`config.mk`:
```
export PLATFORM = sky130hd
export DESIGN_NAME = mul8u_share_arb
export DESIGN_NICKNAME = d
export VERILOG_FILES = /design/src/rtl/mul8u_share_pkg.sv /design/src/rtl/mul8u_share_arb_rr.sv /design/src/rtl/mul8u_share_arb.sv
export SDC_FILE = /design/constraint.sdc
export NUM_CORES = 1
export LEC_CHECK = 0
export ABC_AREA = 1
export CAP_MARGIN = 20
export CORE_ASPECT_RATIO = 1.2
export CORE_MARGIN = 3
export CORE_UTILIZATION = 38
export DETAILED_ROUTE_END_ITERATION = 8
export PLACE_DENSITY_LB_ADDON = 0.15
export SLEW_MARGIN = 20
export SYNTH_ARGS = -nofsm -noshare
export SYNTH_HDL_FRONTEND = slang
export SYNTH_SLANG_ARGS = --single-unit
export TNS_END_PERCENT = 100
```
`constraint.sdc`:
```
create_clock -name clk -period 3.7 [get_ports clk]
set_input_delay 0.37 -clock clk [delete_from_list [all_inputs] [get_ports clk]]
set_output_delay 0.37 -clock clk [all_outputs]
set_load 0.02 [all_outputs]
```
`src/rtl/mul8u_share_pkg.sv`:
```
// rtl/mul8u_share_pkg.sv - shared types and round-robin pick helper for the multiplier-sharing arbiter
package mul8u_share_pkg;

  localparam int MUL_W    = 8;
  localparam int PROD_W   = 16;
  localparam int MAX_REQ  = 8;
  localparam int ID_MAX_W = 3;

  typedef struct packed {
    logic                valid;
    logic [ID_MAX_W-1:0] id;
    logic [MUL_W-1:0]    a;
    logic [MUL_W-1:0]    b;
  } s1_entry_t;

  typedef struct packed {
    logic                valid;
    logic [ID_MAX_W-1:0] id;
    logic [PROD_W-1:0]   prod;
  } s2_entry_t;

  // Returns {found, index}: the requester nearest to ptr going upward, wrapping modulo n.
  function automatic logic [ID_MAX_W:0] rr_pick(input logic [MAX_REQ-1:0]  req,
                                                input logic [ID_MAX_W-1:0] ptr,
                                                input int                  n);
    logic [ID_MAX_W:0] pick;
    int                best_d;
    int                d;
    pick   = '0;
    best_d = MAX_REQ;
    for (int i = 0; i < MAX_REQ; i++) begin
      if (i < n && req[i]) begin
        d = (i >= int'(ptr)) ? i - int'(ptr) : i + n - int'(ptr);
        if (d < best_d) begin
          best_d = d;
          pick   = {1'b1, ID_MAX_W'(i)};
        end
      end
    end
    return pick;
  endfunction

endpackage

```
`src/rtl/mul8u_share_arb_rr.sv`:
```
// rtl/mul8u_share_arb_rr.sv - NREQ-wide combinational round-robin picker
module rr_arbiter_n
  import mul8u_share_pkg::*;
#(
  parameter int NREQ = 4,
  parameter int ID_W = 2
) (
  input  logic [NREQ-1:0] req,
  input  logic [ID_W-1:0] ptr,
  input  logic            en,
  output logic [NREQ-1:0] grant_onehot,
  output logic [ID_W-1:0] grant_id,
  output logic            any
);

  logic [MAX_REQ-1:0]  w_req;
  logic [ID_MAX_W-1:0] w_ptr;
  logic [ID_MAX_W:0]   w_pick;
  logic [NREQ-1:0]     w_oh_raw;

  always_comb begin
    w_req             = '0;
    w_req[NREQ-1:0]   = req;
    w_ptr             = '0;
    w_ptr[ID_W-1:0]   = ptr;
  end

  assign w_pick   = rr_pick(w_req, w_ptr, NREQ);
  assign any      = w_pick[ID_MAX_W];
  assign w_oh_raw = w_pick[ID_MAX_W] ? (NREQ'(1) << w_pick[ID_MAX_W-1:0]) : '0;

  always_comb begin
    grant_id = '0;
    for (int i = 0; i < NREQ; i++) begin
      if (w_oh_raw[i]) grant_id = ID_W'(i);
    end
  end

  assign grant_onehot = en ? w_oh_raw : '0;

endmodule

```
`src/rtl/mul8u_share_arb.sv`:
```
// rtl/mul8u_share_arb.sv - shares one external 8x8 multiplier core among NREQ requesters
// through a two-stage operand/product pipeline with per-requester valid/ready responses.
module mul8u_share_arb
  import mul8u_share_pkg::*;
#(
  parameter int NREQ  = 4,
  parameter int ID_W  = 2,
  parameter int CNT_W = 16
) (
  input  logic                    clk,
  input  logic                    rst_n,
  input  logic [NREQ-1:0]         req_valid,
  output logic [NREQ-1:0]         req_ready,
  input  logic [NREQ*MUL_W-1:0]   req_a,
  input  logic [NREQ*MUL_W-1:0]   req_b,
  output logic [NREQ-1:0]         resp_valid,
  input  logic [NREQ-1:0]         resp_ready,
  output logic [PROD_W-1:0]       resp_data,
  output logic [MUL_W-1:0]        mul_a,
  output logic [MUL_W-1:0]        mul_b,
  input  logic [PROD_W-1:0]       mul_o,
  output logic [CNT_W-1:0]        ops_done,
  output logic                    idle
);

  s1_entry_t       r_s1;
  s2_entry_t       r_s2;
  logic [ID_W-1:0] r_rr;
  logic [CNT_W-1:0] r_ops_done;

  logic [NREQ-1:0] w_s2_sel;
  logic [NREQ-1:0] w_grant_oh;
  logic [ID_W-1:0] w_grant_id;
  logic [MUL_W-1:0] w_a;
  logic [MUL_W-1:0] w_b;
  logic            w_any;
  logic            w_resp_fire;
  logic            w_s2_adv;
  logic            w_s1_adv;
  logic            w_accept;

  always_comb begin
    w_s2_sel = '0;
    for (int i = 0; i < NREQ; i++) begin
      w_s2_sel[i] = r_s2.valid && (r_s2.id == ID_MAX_W'(i));
    end
  end

  assign w_resp_fire = |(w_s2_sel & resp_ready);
  assign w_s2_adv    = !r_s2.valid || w_resp_fire;
  assign w_s1_adv    = !r_s1.valid || w_s2_adv;

  // Grants are suppressed while reset is held so no requester sees a spurious accept.
  rr_arbiter_n #(
    .NREQ (NREQ),
    .ID_W (ID_W)
  ) u_arb (
    .req          (req_valid),
    .ptr          (r_rr),
    .en           (w_s1_adv && rst_n),
    .grant_onehot (w_grant_oh),
    .grant_id     (w_grant_id),
    .any          (w_any)
  );

  assign w_accept = |w_grant_oh;

  always_comb begin
    w_a = '0;
    w_b = '0;
    for (int i = 0; i < NREQ; i++) begin
      if (w_grant_oh[i]) begin
        w_a = req_a[MUL_W*i +: MUL_W];
        w_b = req_b[MUL_W*i +: MUL_W];
      end
    end
  end

  always_ff @(posedge clk or negedge rst_n) begin
    if (!rst_n) begin
      r_s1       <= '0;
      r_s2       <= '0;
      r_rr       <= '0;
      r_ops_done <= '0;
    end else begin
      if (w_s1_adv) begin
        if (w_accept) begin
          r_s1 <= '{valid: 1'b1, id: ID_MAX_W'(w_grant_id), a: w_a, b: w_b};
          r_rr <= (w_grant_id == ID_W'(NREQ-1)) ? '0 : w_grant_id + 1'b1;
        end else begin
          r_s1.valid <= 1'b0;
        end
      end
      if (w_s2_adv) begin
        if (r_s1.valid) begin
          r_s2 <= '{valid: 1'b1, id: r_s1.id, prod: mul_o};
        end else begin
          r_s2.valid <= 1'b0;
        end
      end
      if (w_resp_fire) begin
        r_ops_done <= r_ops_done + 1'b1;
      end
    end
  end

  assign req_ready  = w_grant_oh;
  assign resp_valid = w_s2_sel;
  assign resp_data  = r_s2.prod;
  assign mul_a      = r_s1.a;
  assign mul_b      = r_s1.b;
  assign ops_done   = r_ops_done;
  assign idle       = !rst_n || (!w_any && !r_s1.valid && !r_s2.valid);

endmodule
```
-- Word-level counts from Yosys, hierarchy flattened
Cells that the tools add are included.
- latch bits: 0
- memories kept: 0
- word-level logic and storage cells: 86
- RAM bits: 0
- memory bits (read-only): 0
- register bits: 56
- $add $sub $neg: 10
- equal/unequal tests: 4
- shift-type cells: 1
- divide/modulo/power cells: 0
- $mul: 0
- $lt $le $gt $ge: 8
- bitwise logic cells: 1
- reduce and logical (&&, ||, !) cells: 19
- multiplexer cells: 34
- operators by type and width (operator ; number):
    $mux 32 ; 10
    $lt 32x32->1 ; 3
    $mux 8 ; 8
    $mux 4 ; 10
    $lt 32x5->1 const B ; 1
    $add 16x1->16 const B ; 1
    $sub 3x2->4 const A ; 4
    $reduce_or 4->1 ; 2
    $logic_and 1x1->1 ; 7
    $eq 2x2->1 const B ; 3
    $mux 2 ; 3
    $sub 1x2->3 const A ; 2
    $sub 2x2->3 const A ; 2
    $and 4x4->4 ; 1
    $ge 1x2->1 const A ; 2
    $ge 2x2->1 const A ; 2
    $logic_not 1->1 ; 4
    $reduce_and 2->1 ; 2
    $shl 1x3->4 const A ; 1
    $logic_not 3->1 ; 1
    $logic_or 1x1->1 ; 3
    $mux 1 ; 3
    $add 2x1->2 const B ; 1
    $eq 2x1->1 const B ; 1

-- Logic depth before layout (Yosys ltp)
Gate-level depths: netlist of the first run.
- word-level depth: 21
- gate-level depth with buffers: 30
- depth with buffers taken out: 28

-- Cells and area by module
Synthesis of the first run repeated with hierarchy kept, for this count alone.
- cell total of the unflattened synthesis: 535
- area, all modules: 3778.6 µm²
- modules (own cells, without submodules) (module ; sequential area each (µm²) ; cells each ; area an instance (µm²) ; times used):
    mul8u_share_arb ; 1401.3 ; 466 ; 3375.7 ; 1
    rr_arbiter_n ; 0.0 ; 69 ; 402.9 ; 1

-- Worst setup path after synthesis of the first run
OpenSTA, ideal clock, no wires.
- kind: register to output
- start: register r_rr[0]
- end: output port req_ready[1]
- data arrival time: 3.844 ns
- setup slack: -0.514 ns
- buffers on the path: 2
- data required time: 3.330 ns
- stages on the path, launching flop included: 27
- cell sequence: dfrtp_1 -> inv_1 -> ha_1 -> nand2_1 -> a21oi_1 -> nor2_1 -> inv_2 -> nand2_1 -> o22ai_1 -> inv_1 -> ha_1 -> nand2_1 -> nand2_1 -> nand2_1 -> nand2_1 -> nand2_1 -> nand2_2 -> clkbuf_1 -> o21ai_0 -> ha_1 -> nand2_1 -> nand2_1 -> nand2_2 -> nand2_2 -> buf_2 -> inv_1 -> nor4_1
- longest elaborated chain between the ends: 17
- elaborated cells between the ends (all ways): 37
- RTL lines (element ; RTL line ; RTL):
    from (decl) ; mul8u_share_arb.sv:28 ; logic [ID_W-1:0] r_rr;
    from (signal assigned) ; mul8u_share_arb.sv:89 ; r_rr <= (w_grant_id == ID_W'(NREQ-1)) ? '0 : w_grant_id + 1'b1;
    $sub 3x2->4 (tied with other cells) ; mul8u_share_pkg.sv:33 ; d = (i >= int'(ptr)) ? i - int'(ptr) : i + n - int'(ptr);
    $mux 32 ; mul8u_share_pkg.sv:33 ;
    $lt 32x5->1 ; mul8u_share_pkg.sv:34 ; if (d < best_d) begin
    $mux 32 ; mul8u_share_pkg.sv:34 ;
    $mux 32 ; mul8u_share_pkg.sv:32 ; if (i < n && req[i]) begin
    $lt 32x32->1 ; mul8u_share_pkg.sv:34 ;
    $mux 32 ; mul8u_share_pkg.sv:34 ;
    $mux 32 ; mul8u_share_pkg.sv:32 ;
    $lt 32x32->1 ; mul8u_share_pkg.sv:34 ;
    $mux 32 ; mul8u_share_pkg.sv:34 ;
    $mux 32 ; mul8u_share_pkg.sv:32 ;
    $lt 32x32->1 ; mul8u_share_pkg.sv:34 ;
    $mux 4 ; mul8u_share_pkg.sv:34 ;
    $mux 4 (*) ; mul8u_share_pkg.sv:32 ;
    $shl 1x3->4 ; mul8u_share_arb_rr.sv:30 ; assign w_oh_raw = w_pick[ID_MAX_W] ? (NREQ'(1) << w_pick[ID_MAX_W-1:0]) : '0;
    $mux 4 (*) ; mul8u_share_arb_rr.sv:30 ;
    $mux 4 (*) ; mul8u_share_arb_rr.sv:39 ; assign grant_onehot = en ? w_oh_raw : '0;
    to (decl) ; mul8u_share_arb.sv:13 ; output logic [NREQ-1:0] req_ready,
Mark *: on every way between the ends. The rest lies on a longest branch, timed or not.

-- Worst setup path in the final report of the first run
- start: register r_rr[0]
- end: output port idle
- longest elaborated chain between the ends: 18
- elaborated cells between the ends (all ways): 38
- RTL lines (element ; RTL line ; RTL):
    $sub 3x2->4 (tied with other cells) ; mul8u_share_pkg.sv:33 ;
    $mux 32 ; mul8u_share_pkg.sv:33 ;
    $lt 32x5->1 ; mul8u_share_pkg.sv:34 ;
    $mux 32 ; mul8u_share_pkg.sv:34 ;
    $mux 32 ; mul8u_share_pkg.sv:32 ;
    $lt 32x32->1 ; mul8u_share_pkg.sv:34 ;
    $mux 32 ; mul8u_share_pkg.sv:34 ;
    $mux 32 ; mul8u_share_pkg.sv:32 ;
    $lt 32x32->1 ; mul8u_share_pkg.sv:34 ;
    $mux 32 ; mul8u_share_pkg.sv:34 ;
    $mux 32 ; mul8u_share_pkg.sv:32 ;
    $lt 32x32->1 ; mul8u_share_pkg.sv:34 ;
    $mux 4 ; mul8u_share_pkg.sv:34 ;
    $mux 4 (*) ; mul8u_share_pkg.sv:32 ;
    $logic_not 1->1 (*) ; mul8u_share_arb.sv:113 ; assign idle = !rst_n || (!w_any && !r_s1.valid && !r_s2.valid);
    $logic_and 1x1->1 (*) (2 in a row) ; mul8u_share_arb.sv:113 ;
    $logic_or 1x1->1 (*) ; mul8u_share_arb.sv:113 ;
    to (decl) ; mul8u_share_arb.sv:23 ; output logic idle
Marks and branches as above.

==> results, run 1 <==
- The hold violation count in the final report is 0.
- The worst clock skew is 6.56 ps.
- The global-route total usage across every layer is 0.177.
- The buffer levels on the longest clock path is 2.
- The worst hold path terminates at ops_done[15].
- The fraction of registers with async set/reset is 1.00.
- The clock latency at the later pin of the worst-skew pair is 310 ps.
- For this run, the share of the core covered by cells in the final layout is 0.600.
- The die extent in x is 93.6 um.
- Setup repair after global routing could not meet its margin everywhere.
- The count of buffers from port buffering is 146.
- The total CTS buffers is 5.
- The number of placed instances with taps included is 651.
- The worst-case IR drop observed on VDD is 410 uV.
- The class of the tightest hold or removal check is reg2reg.
- The clock share of power is 0.086.
- The detailed-route DRC error count is 0.
- The die outline height is 111 um.
- The net switching power is 1.82 mW.
- In this run the register-to-register setup slack is 200 ps.
- On the critical path, the stage with the largest delay is an instance of dfrtp_1.
- The initial DRC count is 134.
- The number of top-level pins is 147.
- The setup violation total in the final timing report is 3.
- For this run, the slowest stage of the critical path takes 450 ps.
- The end of the worst register-to-register path is mul_b[3].
- The via count of the routed design is 3145.
- In this run, synthesis produced a sequential element count of 56.
- The number of maximum-capacitance constraint violations is 0.
- The global-route congestion overflow total is 0.
- The worst setup slack after layout is -87.1 ps.
- The area of the die is 10400 um2.
- The start-to-end type of the worst setup path is reg2out.
- The clock period minus final worst setup slack is 3790 ps.
- The cell repeated most along the worst path is nand2_1.
- The routability-driven placement congestion ratio is 0.814.
- From synthesis to final layout, the design area changed by 50.1%.
- The cell chosen for the clock root is clkbuf_8.
- In the final layout, the share of cells above drive strength 1 is 0.201.
- Of the synthesized area, sequential elements account for 0.401.
- The share of total power dissipated in combinational logic is 0.655.
- Derived from the worst setup path, the maximum achievable clock frequency is 0.264 GHz.
- The H-tree was split into 2 levels.
- The top-area cell type share of the netlist area is 0.401.
- The final cycle utilization of the critical path is 1.02.
- The CTS tree is built.
- The number of slew-limit violations in the final report came to 0.
- The run finished, with violations left.
- The element type at the critical path start is a flip-flop.
- Ranked by total cell area, the synthesized netlist is headed by dfrtp_1, nand2_1, buf_4.
- The depth of the worst hold-timing path is 1.
- The synthesized design contains 0 enable-type register cells.
- OpenSTA, run right after detailed placement, puts the worst setup slack at -390 ps.
- By count the netlist is led by nand2_1, dfrtp_1, nand3_1.
- The worst setup path is captured at a primary output.
- The cell taking the most area after synthesis is dfrtp_1.
- Summing every instance area after synthesis gives 3500 um2.
- The required time at the worst-slack endpoint is 3330 ps.
- The starting density of the core is 0.400.
- The setup TNS after final layout is -137 ps.
- The final reports fail on negative setup slack.
- The net count of the finished layout is 645.
- The via density per instance is 4.74.
- The number of antenna violations at the first check in global routing is 0.
- Clock tree synthesis found a total of 56 sinks.
- The pin count of the biggest net entering global routing is 45.
- The average footprint of a synthesized cell is 8.53 um2.
- The first global-routing pass estimated 14900 um of wire.
- The number of global-route vias before repair is 3129.
- The site row count is 37.
- The final non-filler cell total is 663.
- The net count of the mapped netlist is 510.
- The library cell with the highest instance count after synthesis is nand2_1.
- In this run the standard cell core region covers 8750 um2.
- The worst-margin pin slew is 768 ps.
- In the final routed layout, each cell accounts on average for 14.3 um.
- The startpoint identified for the worst hold timing path is ops_done[15].
- The share of total power dissipated in sequential elements is 0.259.
- Of the total power, the share spent switching nets is 0.448.
- Measured in cells, the most critical reg-to-reg path has a length of 28.
- After detailed placement, the total cell area comes to 5030 um2.
- In the synthesized netlist the dominant register cell turns out to be dfrtp_1.
- The internal power is 2.25 mW.
- The post-synthesis instance total is 410.
- The netlist uses 38 different library cells.
- The relative slew slack is 0.487.
- Clock-pin slew was measured on the worst setup and hold paths at 110 ps.
- The placed wire-length estimate after detailed placement is 7120 um.
- The arrival time of data at the critical path endpoint is 3420 ps.
- The total power density per cell area is 774 nW/um2.
- The detail route stage leaves a number of antenna-violating nets equal to 0.
- For this run, the detailed router's first-pass iteration total came to 4.
- The count of inserted antenna diode cells is 0.
- Yosys printed 0 warnings.
- The final non-filler cell area is 5250 um2.
- The routed wire length is 9480 um.
- The startpoint of the worst register-to-register path is r_rr[0].
- Along the worst path, the maximum fanout reaches 4.
- The leakage power is 2.42 nW.
-- how the worst max path moves through the flow --
stage / startpoint / endpoint / slack (ps) / cells after the start
3_5_place_dp: req_valid[0] / idle / -390 / 25
3_3_place_gp: req_valid[0] / idle / -310 / 25
4_1_cts: r_rr[0] / idle / -60 / 26
6_report: r_rr[0] / idle / -90 / 26
5_1_grt: r_rr[0] / idle / -290 / 26
2_1_floorplan: r_rr[0] / req_ready[1] / -20 / 27
-- power by group through the flow --
stage | Sequential (mW) | Combinational, mW | Clock [mW]
final | 1.05 | 2.66 | 0.348
after global placement | 1.05 | 2.49 | 0
after floorplan | 1.07 | 1.79 | 0
after detailed placement | 1.06 | 2.53 | 0
after CTS | 1.05 | 2.57 | 0.367
after global routing | 1.09 | 2.91 | 0.389
-- placed cells by master (no fill, tap or decap), types with 5 or more instances in the layout --
master / netlist / final
inv_1: 31 / 27
nand2_4: 1 / 5
clkdlybuf4s50_1: 0 / 140
nand3_1: 41 / 40
xnor2_1: 5 / 5
dfrtp_1: 56 / 55
xor2_1: 10 / 10
inv_2: 4 / 6
nand2_1: 87 / 82
nor2_1: 24 / 23
nand3b_1: 8 / 8
o21ai_0: 8 / 6
mux2_2: 17 / 17
buf_4: 33 / 28
buf_6: 3 / 5
clkbuf_8: 0 / 5
nand4_1: 18 / 18
ha_1: 10 / 7
nand2_2: 4 / 5
-- worst max-delay path: cells and delay by family (launching register included) --
family                     cells  cell delay [ps]
AOI/OAI and AO/OA              4              540
adders and majority gates      3              760
buffers and inverters          4              390
DFF                            1              450
and+or+nand+nor               15              960
-- sequential cells by signal, indices dropped and copies added, names as in the netlist --
register and cells:
ops_done 16, resp_data 16, mul_a 8, mul_b 8
r_s1 3, r_s2 3, r_rr 2
-- cell families (layout without fill, tap and decap cells) --
logic type / count (synthesis) / count (layout) / synth area share
xor+xnor: 15 / 15 / 0.0376
simple gates: 210 / 210 / 0.303
buf+inv: 83 / 219 / 0.134
fa+ha+maj: 10 / 10 / 0.0358
flops: 56 / 56 / 0.401
mux: 17 / 17 / 0.0547
compound gates: 19 / 19 / 0.0336
-- final cells by class --
class / count / area [um2]
Clock inverter: 3 / 27.5
Sequential cell: 56 / 1400
Inverter: 36 / 143
Timing Repair Buffer: 175 / 1680
Multi-Input combinational cell: 271 / 1780
Tap cell: 117 / 146
Clock buffer: 5 / 68.8
Fill cell: 772 / 3500
-- repair_timing --
action | in CTS | in global routing
hold endpoints to repair | 12 | 0
buffers inserted | 1 | 3
pin swaps | 9 | 14
gates resized for setup | 32 | 19
hold buffers | 1 | 0
endpoints found under the setup margin | 5 | 20
-- routing by layer --
| metal | routed length (um) | vias up | part of all wire | track usage |
|---|---|---|---|---|
| met4 | 110 | 0 | 0.012 | 0.0414 |
| li1 | - | 1572 | - | - |
| met2 | 4980 | 98 | 0.53 | 0.321 |
| met3 | 429 | 8 | 0.045 | 0.0238 |
| met5 | 0 | - | 0 | 0 |
| met1 | 3960 | 1467 | 0.42 | 0.219 |
-- metrics by stage --
step / total power, mW / hold slack, ps
global placement: 3.54 / 318
finish: 4.07 / 477
CTS: 3.99 / 485
global route: 4.39 / 503
detailed placement: 3.59 / 323
floorplan: 2.86 / 74.4
Power figures use the tool's default switching activity.
==> run 2: changes to the inputs <==
--- a/config.mk
+++ b/config.mk
@@ -6,12 +6,13 @@
 export NUM_CORES = 1
 export LEC_CHECK = 0
 export ABC_AREA = 1
-export CAP_MARGIN = 20
+export CAP_MARGIN = 10
 export CORE_ASPECT_RATIO = 1.2
 export CORE_MARGIN = 3
 export CORE_UTILIZATION = 38
 export DETAILED_ROUTE_END_ITERATION = 8
 export PLACE_DENSITY_LB_ADDON = 0.15
+export RECOVER_POWER = 25
 export SLEW_MARGIN = 20
 export SYNTH_ARGS = -nofsm -noshare
 export SYNTH_HDL_FRONTEND = slang
==> results, run 2 (synthesis results as in run 1) <==
- The routing layer with the top usage in global route is met2.
- The final layout contains routed wiring with a total length of 9500 um.
- The longest clock path from root to sink contains 2 buffers.
- The met2 capacity usage during global routing is 0.321.
- The relative slew slack is 0.283.
- In this run the power spent charging and discharging nets is 1.80 mW.
- The final reports fail on negative setup slack.
- The net total in the final layout is 645.
- The arrival time of data at the critical path endpoint is 3410 ps.
- The placed wire-length estimate after detailed placement is 7120 um.
- The worst-margin pin slew is 1080 ps.
- The first-pass detailed-route iteration total is 4.
- The critical path endpoint category is a primary output.
- TritonCTS built the clock tree.
- The footprint of the multi-input gates is 1750 um2.
- The count of inserted antenna diode cells is 0.
- The highest fanout seen on the critical path is 4.
- In the final layout, the share of cells above drive strength 1 is 0.192.
- Based on the critical path, the design can be clocked at up to 0.264 GHz.
- The final cycle utilization of the critical path is 1.02.
- In the global route stage, met3 resource usage came out at 0.0238.
- Counting every sink on the clock net gives 56.
- The class of the tightest hold or removal check is reg2reg.
- For the final routed database, the setup TNS stands at -125 ps.
- Across the whole layout, storage elements account for 1400 um2.
- The starting density of the core is 0.400.
- The start-to-end type of the worst setup path is reg2out.
- The clock share of power is 0.086.
- The clock slew at the register clock pins of the worst setup and hold paths is 110 ps.
- The initial DRC count is 134.
- Setup repair after global routing could not meet its margin everywhere.
- Leaving out fill and tap cells, the most frequent cell in the layout is clkdlybuf4s50_1.
- The die covers 10400 um2.
- The count of nets left with antenna violations after detail routing is 0.
- The sequential share of power is 0.261.
- On the final layout, the worst clock skew is 6.48 ps.
- Counting I/O delays and the setup requirement, the final critical path takes 3780 ps.
- The global-route total usage across every layer is 0.177.
- The number of slew-limit violations in the final report is 0.
- After floorplanning, the core was divided into 37 placement rows.
- The hold violation count in the final report is 0.
- In this run the number of H-tree levels came out at 2.
- Buffers inserted during clock tree synthesis total 5.
- The number of antenna violations at the first check in global routing was 0.
- The routing usage on met1 is 0.219.
- The number of maximum-capacitance constraint violations is 0.
- The part of the total power dissipated in combinational logic is 0.653.
- Power spread over the standard cell area amounts to 773 nW/um2.
- The share of total power consumed by net switching is 0.447.
- The required time at the worst-slack endpoint is 3330 ps.
- The count of filler cells inserted in the layout is 778.
- The tree is rooted in a clkbuf_8.
- The number of global-route vias before repair came to 3129.
- The design draws 4.03 mW.
- The analysis attributes to cell leakage a power of 2.41 nW.
- The clock latency at the later pin of the worst-skew pair is 310 ps.
- The largest vdd supply drop is 410 uV.
- The global-route congestion overflow total is 0.
- Using the TritonRoute via totals, the vias-per-cell ratio works out to 4.73.
- The area growth from synthesis to layout is 49.1%.
- The flow ran to the end, but the final reports show violations.
- Internal power comes to 2.23 mW.
- The count of buffers from port buffering is 146.
- On the final layout, the worst hold slack is 477 ps.
- The worst setup slack after layout is -81.1 ps.
- At the end of routability-driven placement, the weighted congestion stood at 0.814.
- In the layout the commonest cells are clkdlybuf4s50_1, nand2_1, dfrtp_1.
- The number of top-level pins is 147.
- In this run the horizontal extent of the chip is 93.6 um.
- Setup violations remaining at the end of the flow were counted as 3.
- After detailed routing, the average wire length per cell comes to 14.3 um.
- The via count of the routed design is 3136.
- STA classifies the critical path startpoint as a flip-flop.
- The wire length of the first global-routing pass is 14900 um.
- The detailed-route DRC error count is 0.
- The pin count of the biggest net entering global routing is 45.
- Measured along the y axis, the die boundary spans 111 um.
- The core outline area is 8750 um2.
[run 2: changes by cell type in the layout (fill, tap and decap cells not counted)]
cell	delta
nor2_1	+3
buf_2	-1
buf_4	-1
clkbuf_1	+1
clkbuf_2	+1
nand2_1	+1
nand2_2	-1
nor2_2	-1
nor2_4	-1
nor2_8	-1
[run 2: cell type report]
cell class | instances | area share
clock inverters | 3 | 0.00528
inverters | 36 | 0.0273
flip-flops and latches | 56 | 0.269
repair buffers | 175 | 0.322
clock buffers | 5 | 0.0132
well taps | 117 | 0.0281
multi-input cells | 271 | 0.335
[run 2: power by group through the flow]
stage / Clock (mW) / Sequential (mW) / Combinational (mW)
2_1_floorplan: 0 / 1.07 / 1.79
3_3_place_gp: 0 / 1.05 / 2.49
3_5_place_dp: 0 / 1.06 / 2.53
4_1_cts: 0.367 / 1.05 / 2.57
5_1_grt: 0.389 / 1.09 / 2.88
6_report: 0.347 / 1.05 / 2.63
[run 2: final timing paths]
path | startpoint | end | slack (ps) | cells after the start
setup / recovery | r_rr[0] | idle | -80 | 26
hold / removal | ops_done[15] | ops_done[15] | 480 | 1
setup reg to reg | r_rr[0] | mul_b[3] | 200 | 28
max in group asynchronous | rst_n | mul_a[1] | 1330 | 3
min in group asynchronous | rst_n | r_s1[16] | 770 | 2
hold reg to reg | ops_done[15] | ops_done[15] | 480 | 1
[run 2: layer usage]
metal / vias to the layer above / routed length, um
li1: 1572 / -
met1: 1458 / 3980
met2: 98 / 4980
met3: 8 / 431
met4: 0 / 110
met5: - / 0
[run 2: metrics by stage]
step / cell area, um2 / cells / util / worst slack [ps]
after floorplan: 3580 / 410 / - / -20.5
after global placement: 5030 / 651 / 0.574 / -308
after detailed placement: 5030 / 651 / 0.574 / -390
after CTS: 5160 / 661 / 0.590 / -55.6
after global routing: 5220 / 663 / 0.596 / -291
final: 5220 / 663 / 0.596 / -81.1
[run 2: repair_timing]
action                                 CTS  global route
pin swaps                                9            14
buffers inserted                         1             3
resized for setup                       32            19
setup endpoints to repair                5            20
endpoints found under the hold margin   12             0
hold buffers                             1             0
[run 2: critical path: stages, from the launching register on]
cell	delay, ps
dfrtp_1	450
inv_2	80
ha_4	280
nand2_4	40
a21oi_2	130
nor2_2	60
inv_2	90
nand2_4	60
o22ai_2	120
inv_2	70
ha_4	210
nand2_2	50
nand2_1	40
nand2_1	50
nand2_1	60
nand2_2	80
nand2_4	70
nand2_2	80
o21ai_2	50
ha_1	270
nand2_1	50
nand2_1	60
nand2_2	70
nand2_4	100
nand3_4	90
o31ai_4	240
buf_6	150
==> run 3: changes to the inputs <==
--- a/config.mk
+++ b/config.mk
@@ -13,6 +13,7 @@
 export DETAILED_ROUTE_END_ITERATION = 8
 export PLACE_DENSITY_LB_ADDON = 0.15
 export RECOVER_POWER = 25
+export SKIP_CTS_REPAIR_TIMING = 1
 export SLEW_MARGIN = 20
 export SYNTH_ARGS = -nofsm -noshare
 export SYNTH_HDL_FRONTEND = slang
==> results, run 3 (synthesis results as in run 1) <==
- The run finished, with violations left.
- The final reports fail on negative setup slack.
- The highest fanout seen on the critical path is 4.
- The clock period minus final worst setup slack is 3730 ps.
- The minimum setup slack among reg-to-reg paths is 240 ps.
- After detailed routing, the number of remaining DRC violations is 0.
- The top cell types in the final layout, fill and taps aside, are clkdlybuf4s50_1, nand2_1, dfrtp_1.
- The starting density of the core is 0.400.
- The sequential share of power is 0.260.
- The required time at the worst-slack endpoint is 3330 ps.
- The number of global-route vias before repair came to 3119.
- The sequential standard cell area is 1400 um2.
- The placed wire-length estimate after detailed placement is 7120 um.
- The repair_antennas step left the layout with diodes totalling 0.
- The global-route congestion overflow total is 0.
- The worst setup slack after layout is -31.2 ps.
- The path with the worst hold slack has its endpoint at ops_done[15].
- Fill cells in the final layout number 772.
- The arrival time of data at the critical path endpoint is 3360 ps.
- The congestion estimate from routability-driven global placement came to 0.814.
- The tree is rooted in a clkbuf_8.
- After detailed routing, the average wire length per cell comes to 14.1 um.
- Summed over all cells, the static leakage comes to 2.42 nW.
- The end of the worst register-to-register path is mul_b[3].
- The critical path endpoint category is a primary output.
- The longest clock path from root to sink contains 2 buffers.
- The net switching power is 1.81 mW.
- The detailed router finished its first iteration with 152 violations.
- In this run the cell area measured after placement is 5030 um2.
- The largest vdd supply drop is 414 uV.
- The first-pass detailed-route iteration total is 4.
- The minimum setup slack after placement is -390 ps.
- The total CTS buffers is 5.
- The element type at the critical path start is a flip-flop.
- Setup repair after global routing could not meet its margin everywhere.
- The number of antenna violations at the first check in global routing is 0.
- The net total in the final layout is 645.
- The worst clock skew is 4.88 ps.
- The routed wire length is 9380 um.
- The number of H-tree levels is 2.
- The setup TNS after final layout is -39.6 ps.
- The via density per instance is 4.70.
- The number of maximum-capacitance constraint violations is 0.
- The share of total power dissipated in the clock network is 0.086.
- The core outline area is 8750 um2.
- The routed layout has 3119 vias.
- The clock latency at the later pin of the worst-skew pair is 310 ps.
- By startpoint and endpoint, the worst setup path is classified as reg2out.
- TritonCTS built the clock tree.
- The number of slew-limit violations in the final report was 0.
- The internal portion of the total power is 2.24 mW.
- The fraction of final layout cells sized beyond drive strength 1 is 0.201.
- The global-route total usage across every layer is 0.176.
- The number of top-level pins is 147.
- In this run the worst hold path is classified as reg2reg.
- The count of nets left with antenna violations after detail routing is 0.
- The floorplan step defined a die boundary enclosing 10400 um2.
- The length in cells of the worst reg-to-reg path is 29.
- Of the total power, combinational logic draws 0.654.
- The footprint of the multi-input gates is 1780 um2.
- Of the total power, the share spent switching nets is 0.446.
- Along the worst hold path, the cell count comes to 1.
- Headroom to the max-slew limit came out at 0.327.
- The wire length of the first global-routing pass is 14800 um.
- The total power density per cell area is 772 nW/um2.
- The startpoint identified for the worst register-to-register timing path is r_rr[0].
- Setup violations remaining at the end of the flow were counted as 2.
- The launch point of the worst hold path is ops_done[15].
- The synthesis-to-layout area growth is 49.9%.
- The final cycle utilization of the critical path is 1.01.
- Counting every sink on the clock net gives 56.
- The pin count of the biggest net entering global routing is 45.
- The final non-filler cell area is 5250 um2.
- The most frequent standard cell in the layout excluding fill and tap cells is clkdlybuf4s50_1.
- Measured along the y axis, the die boundary spans 111 um.
- Clock-pin slew was measured on the worst setup and hold paths at 110 ps.
- Buffers placed on the I/O ports in this run total 146.
- For the pin with the worst max-slew slack, the measured transition is 1010 ps.
- The design draws 4.05 mW.
- The timing-limited maximum frequency is 0.268 GHz.
- The site row count is 37.
- The hold violation count in the final report is 0.
- The die extent in x is 93.6 um.
## run 3: through the flow
step	hold WS, ps	instances	utilization
finish	477	663	0.599
global route	503	663	0.599
CTS	-29.8	659	0.585
detailed placement	323	651	0.574
global placement	318	651	0.574
floorplan	74.4	410	-
## run 3: worst max-delay path, stage by stage, from the launching register on
cell and delay [ps]:
dfrtp_1 420, buf_6 130, ha_4 160, nand2_2 60, nand2_2 50, a21oi_2 110
nor2_2 60, inv_2 100, nand2_4 60, o22ai_2 120, inv_2 70, ha_4 210
nand2_2 50, nand2_1 50, nand2_1 50, nand2_1 60, nand2_2 80, nand2_4 70
nand2_2 70, o21ai_2 50, ha_1 270, nand2_1 50, nand2_1 70, nand2_2 70
nand2_4 90, nand3_4 90, o31ai_4 240, buf_6 150
## run 3: power groups by stage
stage          logic (mW)  registers, mW  clock network (mW)
2_1_floorplan        1.79           1.07                   0
3_3_place_gp         2.49           1.05                   0
3_5_place_dp         2.53           1.06                   0
4_1_cts              2.54           1.05               0.367
5_1_grt              2.90           1.09               0.389
6_report             2.65           1.05               0.348
## run 3: layer usage
metal / vias up / routed length (um) / GRT usage
met5: - / 0 / 0
met4: 0 / 110 / 0.0414
met3: 8 / 418 / 0.0265
met2: 86 / 4950 / 0.318
met1: 1451 / 3900 / 0.217
li1: 1574 / - / -
## run 3: cell type report
class | count | share of cell area
multi-input cells | 271 | 0.339
repair buffers | 175 | 0.321
flip-flops and latches | 56 | 0.267
well taps | 117 | 0.0279
inverters | 36 | 0.0267
clock buffers | 5 | 0.0131
clock inverters | 3 | 0.00525
## run 3: worst max-delay path by stage
stage	from	endpoint	cells past startpoint
final	r_rr[0]	idle	27
after global routing	r_rr[0]	idle	27
after CTS	r_rr[1]	idle	26
after detailed placement	req_valid[0]	idle	25
after global placement	req_valid[0]	idle	25
after floorplan	r_rr[0]	req_ready[1]	27
